<file path="config.mk">
export PLATFORM = sky130hd
export DESIGN_NAME = tx_xgmii_framer
export DESIGN_NICKNAME = d
export VERILOG_FILES = /design/src/rtl/xgmii_pkg.sv /design/src/rtl/tx_xgmii_term_encode.sv /design/src/rtl/tx_xgmii_framer.sv
export SDC_FILE = /design/constraint.sdc
export NUM_CORES = 1
export LEC_CHECK = 0
export CAP_MARGIN = 0
export CORE_UTILIZATION = 41
export CTS_CLUSTER_SIZE = 16
export DETAILED_ROUTE_END_ITERATION = 10
export HOLD_SLACK_MARGIN = 0.02
export PLACE_DENSITY_LB_ADDON = 0.2
export REMOVE_ABC_BUFFERS = 1
export SETUP_SLACK_MARGIN = 0.02
export SLEW_MARGIN = 10
export SYNTH_ARGS = -nofsm -noshare
export SYNTH_HDL_FRONTEND = slang
export SYNTH_HIERARCHICAL = 1
export SYNTH_SLANG_ARGS = --single-unit
</file>
<file path="constraint.sdc">
create_clock -name clk_xgmii_tx -period 1.65 [get_ports clk_xgmii_tx]
set_input_delay 0.165 -clock clk_xgmii_tx [delete_from_list [all_inputs] [get_ports clk_xgmii_tx]]
set_output_delay 0.165 -clock clk_xgmii_tx [all_outputs]
set_load 0.01 [all_outputs]
</file>
<file path="src/rtl/xgmii_pkg.sv">
// Shared XGMII TX constants, status-byte layout, framer state and word payload.
package xgmii_pkg;

    localparam int unsigned XGMII_DATA_W = 64;
    localparam int unsigned XGMII_CTRL_W = 8;
    localparam int unsigned XGMII_LANES  = 8;

    localparam logic [7:0] XGMII_IDLE  = 8'h07;
    localparam logic [7:0] XGMII_START = 8'hFB;
    localparam logic [7:0] XGMII_TERM  = 8'hFD;
    localparam logic [7:0] XGMII_ERROR = 8'hFE;
    localparam logic [7:0] PREAMBLE    = 8'h55;
    localparam logic [7:0] SFD         = 8'hD5;

    localparam int unsigned TXSTATUS_SOP         = 7;
    localparam int unsigned TXSTATUS_EOP         = 6;
    localparam int unsigned TXSTATUS_NBYTES_MSB  = 2;
    localparam int unsigned TXSTATUS_NBYTES_LSB  = 0;

    localparam logic [XGMII_DATA_W-1:0] IDLE_WORD  = {XGMII_LANES{XGMII_IDLE}};
    localparam logic [XGMII_DATA_W-1:0] START_WORD = {SFD, {6{PREAMBLE}}, XGMII_START};
    localparam logic [XGMII_DATA_W-1:0] ERROR_WORD = {XGMII_LANES{XGMII_ERROR}};
    localparam logic [XGMII_DATA_W-1:0] TERM_WORD  = {{7{XGMII_IDLE}}, XGMII_TERM};

    // One XGMII transfer: eight lanes of data plus their control flags.
    typedef struct packed {
        logic [XGMII_DATA_W-1:0] txd;
        logic [XGMII_CTRL_W-1:0] txc;
    } xgmii_word_t;

    typedef enum logic [2:0] {
        ST_IDLE  = 3'd0,
        ST_DATA  = 3'd1,
        ST_TERM  = 3'd2,
        ST_DRAIN = 3'd3,
        ST_IFG   = 3'd4
    } tx_state_e;

endpackage

</file>
<file path="src/rtl/tx_xgmii_term_encode.sv">
// Builds the mixed data/terminate word for a final word carrying 1..7 valid bytes.
module tx_xgmii_term_encode
    import xgmii_pkg::*;
(
    input  logic [XGMII_DATA_W-1:0] data_i,
    input  logic [2:0]              nbytes_i,
    output logic [XGMII_DATA_W-1:0] txd_o,
    output logic [XGMII_CTRL_W-1:0] txc_o
);

    // Lanes below n carry data, lane n terminates, lanes above n idle.
    always_comb begin
        txd_o = IDLE_WORD;
        txc_o = '1;
        for (int unsigned k = 0; k < XGMII_LANES; k++) begin
            if (k < 32'(nbytes_i)) begin
                txd_o[8*k +: 8] = data_i[8*k +: 8];
                txc_o[k]        = 1'b0;
            end else if (k == 32'(nbytes_i)) begin
                txd_o[8*k +: 8] = XGMII_TERM;
                txc_o[k]        = 1'b1;
            end else begin
                txd_o[8*k +: 8] = XGMII_IDLE;
                txc_o[k]        = 1'b1;
            end
        end
    end

endmodule

</file>
<file path="src/rtl/tx_xgmii_framer.sv">
// Frames TX hold-FIFO words onto XGMII: start, payload, terminate, IFG idles,
// with error-word insertion and frame discard on mid-frame underrun.
module tx_xgmii_framer
    import xgmii_pkg::*;
#(
    parameter int unsigned IFG_WORDS  = 2,
    parameter int unsigned START_WAIT = 16
) (
    input  logic                    clk_xgmii_tx,
    input  logic                    reset_xgmii_tx,
    input  logic [XGMII_DATA_W-1:0] txhfifo_rdata,
    input  logic [7:0]              txhfifo_rstatus,
    input  logic                    txhfifo_rempty,
    input  logic                    txhfifo_ralmost_empty,
    output logic                    txhfifo_ren,
    output logic [XGMII_DATA_W-1:0] xgmii_txd,
    output logic [XGMII_CTRL_W-1:0] xgmii_txc,
    output logic                    tx_underrun,
    output logic                    tx_frame_done
);

    localparam int unsigned WAIT_W = 8;
    localparam int unsigned IFG_W  = 4;

    localparam xgmii_word_t IDLE_XFER  = '{txd: IDLE_WORD,  txc: 8'hFF};
    localparam xgmii_word_t START_XFER = '{txd: START_WORD, txc: 8'h01};
    localparam xgmii_word_t ERROR_XFER = '{txd: ERROR_WORD, txc: 8'hFF};
    localparam xgmii_word_t TERM_XFER  = '{txd: TERM_WORD,  txc: 8'hFF};

    tx_state_e         state_q, state_d;
    xgmii_word_t       out_q, out_d;
    logic              underrun_q, underrun_d;
    logic              done_q, done_d;
    logic              first_q, first_d;
    logic [WAIT_W-1:0] wait_q, wait_d;
    logic [IFG_W-1:0]  ifg_q, ifg_d;
    logic              ren_c;

    logic              head_sop;
    logic              head_eop;
    logic [2:0]        head_nbytes;
    logic [XGMII_DATA_W-1:0] enc_txd;
    logic [XGMII_CTRL_W-1:0] enc_txc;
    logic              unused_status;

    assign head_sop      = txhfifo_rstatus[TXSTATUS_SOP];
    assign head_eop      = txhfifo_rstatus[TXSTATUS_EOP];
    assign head_nbytes   = txhfifo_rstatus[TXSTATUS_NBYTES_MSB:TXSTATUS_NBYTES_LSB];
    assign unused_status = ^txhfifo_rstatus[5:3];

    tx_xgmii_term_encode u_term_encode (
        .data_i   (txhfifo_rdata),
        .nbytes_i (head_nbytes),
        .txd_o    (enc_txd),
        .txc_o    (enc_txc)
    );

    // Next-state, next-output and pop decision from the current FIFO head.
    always_comb begin
        state_d    = state_q;
        out_d      = IDLE_XFER;
        underrun_d = 1'b0;
        done_d     = 1'b0;
        first_d    = first_q;
        wait_d     = '0;
        ifg_d      = '0;
        ren_c      = 1'b0;

        case (state_q)
            ST_IDLE: begin
                if (!txhfifo_rempty) begin
                    if (!head_sop) begin
                        ren_c = 1'b1;
                    end else if (!txhfifo_ralmost_empty ||
                                 wait_q == WAIT_W'(START_WAIT)) begin
                        out_d   = START_XFER;
                        first_d = 1'b1;
                        state_d = ST_DATA;
                    end else begin
                        wait_d = wait_q + 1'b1;
                    end
                end
            end

            ST_DATA: begin
                first_d = 1'b0;
                if (txhfifo_rempty) begin
                    out_d      = ERROR_XFER;
                    underrun_d = 1'b1;
                    state_d    = ST_DRAIN;
                end else if (head_sop && !first_q) begin
                    // Next frame arrived before this one's EOP: abort without popping it.
                    out_d      = ERROR_XFER;
                    underrun_d = 1'b1;
                    state_d    = ST_IFG;
                end else begin
                    ren_c = 1'b1;
                    out_d = '{txd: txhfifo_rdata, txc: 8'h00};
                    if (head_eop) begin
                        if (head_nbytes == 3'd0) begin
                            state_d = ST_TERM;
                        end else begin
                            out_d   = '{txd: enc_txd, txc: enc_txc};
                            done_d  = 1'b1;
                            state_d = ST_IFG;
                        end
                    end
                end
            end

            ST_TERM: begin
                out_d   = TERM_XFER;
                done_d  = 1'b1;
                state_d = ST_IFG;
            end

            ST_DRAIN: begin
                if (!txhfifo_rempty) begin
                    if (head_eop) begin
                        ren_c   = 1'b1;
                        state_d = ST_IFG;
                    end else if (head_sop) begin
                        state_d = ST_IFG;
                    end else begin
                        ren_c = 1'b1;
                    end
                end
            end

            ST_IFG: begin
                if (ifg_q == IFG_W'(IFG_WORDS - 1)) begin
                    state_d = ST_IDLE;
                end else begin
                    ifg_d = ifg_q + 1'b1;
                end
            end

            default: begin
                state_d = ST_IDLE;
            end
        endcase
    end

    // A pop must never be issued while the block is being reset.
    assign txhfifo_ren = ren_c & ~reset_xgmii_tx;

    // State and output word register, updated together.
    always_ff @(posedge clk_xgmii_tx) begin
        if (reset_xgmii_tx) begin
            state_q    <= ST_IDLE;
            out_q      <= IDLE_XFER;
            underrun_q <= 1'b0;
            done_q     <= 1'b0;
            first_q    <= 1'b0;
            wait_q     <= '0;
            ifg_q      <= '0;
        end else begin
            state_q    <= state_d;
            out_q      <= out_d;
            underrun_q <= underrun_d;
            done_q     <= done_d;
            first_q    <= first_d;
            wait_q     <= wait_d;
            ifg_q      <= ifg_d;
        end
    end

    assign xgmii_txd     = out_q.txd;
    assign xgmii_txc     = out_q.txc;
    assign tx_underrun   = underrun_q;
    assign tx_frame_done = done_q;

endmodule

</file>
==> reports/qor.yml <==
critical_path:
  critPathArrivalTime_ns: 2.13
  slowest_delay_ns: 0.56
  cp-start-kind: "register"
  path_class: "register to register"
  critPathMaxFanout: 15
  critical_path_required_ns: 1.93
  cp_slowest_cell: "or4b_4"
  critPathCaptureType: "register"
  crit_chain: "or4b_4 -> o41ai_4 -> buf_4 -> a21oi_4 -> a31oi_1"
synthesis:
  synth.area.mux_share: 0.0192
  syn-cell-area_um2: 4160
  synth-seq-cells: 90
  async_flop_share: 0
  synth-main-ff-cell: "dfxtp_1"
  yosys.area_share.simple: 0.259
  avgSynthCellArea_um2: 7.96
  synth_top_cell_by_area: "dfxtp_1"
  synth_xor_area_frac: 0.0168
  synth_edf_count: 0
  syn_inst: 523
  synth_top_family_by_area: "simple AND/OR/NAND/NOR gates"
  synth_adder_area_share: 0.0120
  yosys_warnings: 6
  synth.distinct_cells: 53
  yosysTopAreaCellShare: 0.433
  synthTopCellsByArea: "dfxtp_1, nand2_1, a31oi_1, o21ai_0, a21oi_1"
  synth-compound-area-share: 0.195
  yosysSeqAreaShare: 0.433
routing:
  wirelength_mm: 13.0
  wl_per_cell_um: 15.5
  vias: 4255
  ant_nets: 0
  dr.pass1.iters: 4
  via_per_inst: 5.05
  drt_iter0_drc: 196
  drc: 0
timing:
  worst_slew_pin_slew_ns: 0.517
  final.setup.worst_slack_ns: -0.194
  setup_viol_count_final: 46
  skew_ns: 0.0114
  hold_viol_final: 0
  setup_tns_ns: -6.66
  slew_headroom: 0.654
  maxSlewViolCount: 0
  rsz0062_at_grt: "true"
  fmax_mhz: 542
  timing.hold.ws_ns: 0.374
  fin_crit_ns: 1.84
  fin_crit_sh: 1.12
power:
  power.total_mw: 4.94
  leakage_nw: 2.72
  peakVddDrop_mv: 0.422
  pwr_density_cell_nw_per_um2: 755
clock_tree:
  clock-sinks: 90
  root_buffer: "clkbuf_8"
  cts_max_path_buffers: 2
  clk_latency_ns: 0.36
  cts_tree: "yes"
  cts_hold_buf: 0
  path_clk_slew_ns: 0.09
  cts_inserted_buffers: 9
  h-tree-depth: 3
floorplanning:
  die_x_um: 103
  pin_count: 151
  start_util: 0.424
  core-area_um2: 9820
  die_h_um: 103
  fp-row-count: 36
  dieArea_um2: 10600
global_routing:
  grt_util_all_layers: 0.248
  grt_overflow_total: 0
  grt_pass1_vias: 4158
  antenna_found_initial: 0
  grt_start_max_net_pins: 47
  grt_pass1_wl_mm: 20.0
cells_and_area:
  final_cell_mix: "clkdlybuf4s50_1, nand2_1, dfxtp_1, buf_4, a31oi_1"
  syn2layout_area_growth_pct: 57.2
  fin_cells: 842
  layout-drive-gt1-share: 0.165
  mostFrequentLayoutCell: "clkdlybuf4s50_1"
  fin_nets: 784
  diodes: 0
  utilization: 0.667
  final_area_um2: 6550
placed_design:
  port_buffers: 147
  dp_hpwl_mm: 9.30
  placed_area_um2: 6180
  pre_cts_slack_ns: -0.244
  place_congestion: 0.833
  dp.cells: 823
flow_run:
  drv_cap: 0
outcome:
  outcome: "complete, but fails checks"
  violations: "setup timing"
worst_hold_path:
  hold_path_class: "primary input to register"
==> logic make-up (layout without fill, tap and decap cells) <==
| logic type | Yosys count | count (layout) |
|---|---|---|
| adders and majority gates | 4 | 4 |
| other | 1 | 3 |
| AOI/OAI and AO/OA | 126 | 126 |
| buffers and inverters | 56 | 240 |
| and+or+nand+nor | 230 | 230 |
| xor gates and xnor gates | 8 | 8 |
| muxes | 8 | 8 |
| DFF | 90 | 90 |
==> final cells by class <==
| cell class | instances | area, µm² |
|---|---|---|
| inverter | 14 | 52.6 |
| clock buffer | 10 | 138 |
| tap | 133 | 166 |
| sequential | 90 | 1810 |
| multi-input combinational | 379 | 2200 |
| fill | 843 | 3270 |
| clock inverter | 6 | 90.1 |
| timing repair buffer | 210 | 2090 |
==> registers in the layout, summed over array words and instances, names as in the netlist <==
register       cells
xgmii_txc          8
xgmii_txd         64
tx_frame_done      1
tx_underrun        1
first_q            1
state_q            3
ifg_q              4
wait_q             8
==> layer usage <==
metal  part of all wire  wire, µm  up-vias  track usage
met5                  0         0        -            0
met4              0.020       257        0        0.111
met3              0.080      1040       21       0.0651
met2               0.48      6260      141        0.419
met1               0.42      5450     1958        0.296
li1                   -         -     2135            -
==> power by group <==
group,internal [mW],switching (mW),total [mW]
combinational,0.532,0.454,0.986
clock,0.897,0.807,1.70
sequential,2.23,0.0209,2.25
==> repair_timing <==
item | in CTS | in global routing
resized for setup | 17 | 13
gates cloned | 1 | 0
pin swaps | 5 | 2
setup buffers | 1 | 1
endpoints found under the setup margin | 46 | 46
==> critical path: cells and delay by family, from the launching register on <==
family	cells	cell delay (ns)
AND/OR/NAND/NOR	1	0.56
buffers and inverters	1	0.21
AO/OA/AOI/OAI	3	0.65
flip-flops	1	0.33
==> cell usage after synthesis (3+ instances only) <==
cell type / count
nand2_1: 136
dfxtp_1: 90
a31oi_1: 44
o21ai_0: 24
a21oi_1: 23
nor2_1: 21
clkbuf_1: 20
or2_2: 15
inv_1: 14
nand3_1: 13
o21a_1: 11
nand2b_1: 10
buf_2: 9
a21o_1: 8
buf_4: 8
mux2i_1: 8
and3_1: 7
nor2b_1: 5
ha_1: 4
nor3_1: 4
xnor2_1: 4
xor2_1: 4
buf_1: 3
==> worst paths after layout <==
check | slack, ns | start | depth (start not counted) | to
max | -0.19 | wait_q[7]$_SDFF_PP0_ | 5 | xgmii_txd[44]$_SDFF_PP0_
min | 0.37 | txhfifo_rdata[61] | 3 | xgmii_txd[61]$_SDFF_PP0_
max reg2reg | -0.19 | wait_q[7]$_SDFF_PP0_ | 5 | xgmii_txd[44]$_SDFF_PP0_
min reg2reg | 0.48 | ifg_q[0]$_SDFF_PP0_ | 1 | ifg_q[0]$_SDFF_PP0_
Note: power is estimated with default switching activity, not from simulation.
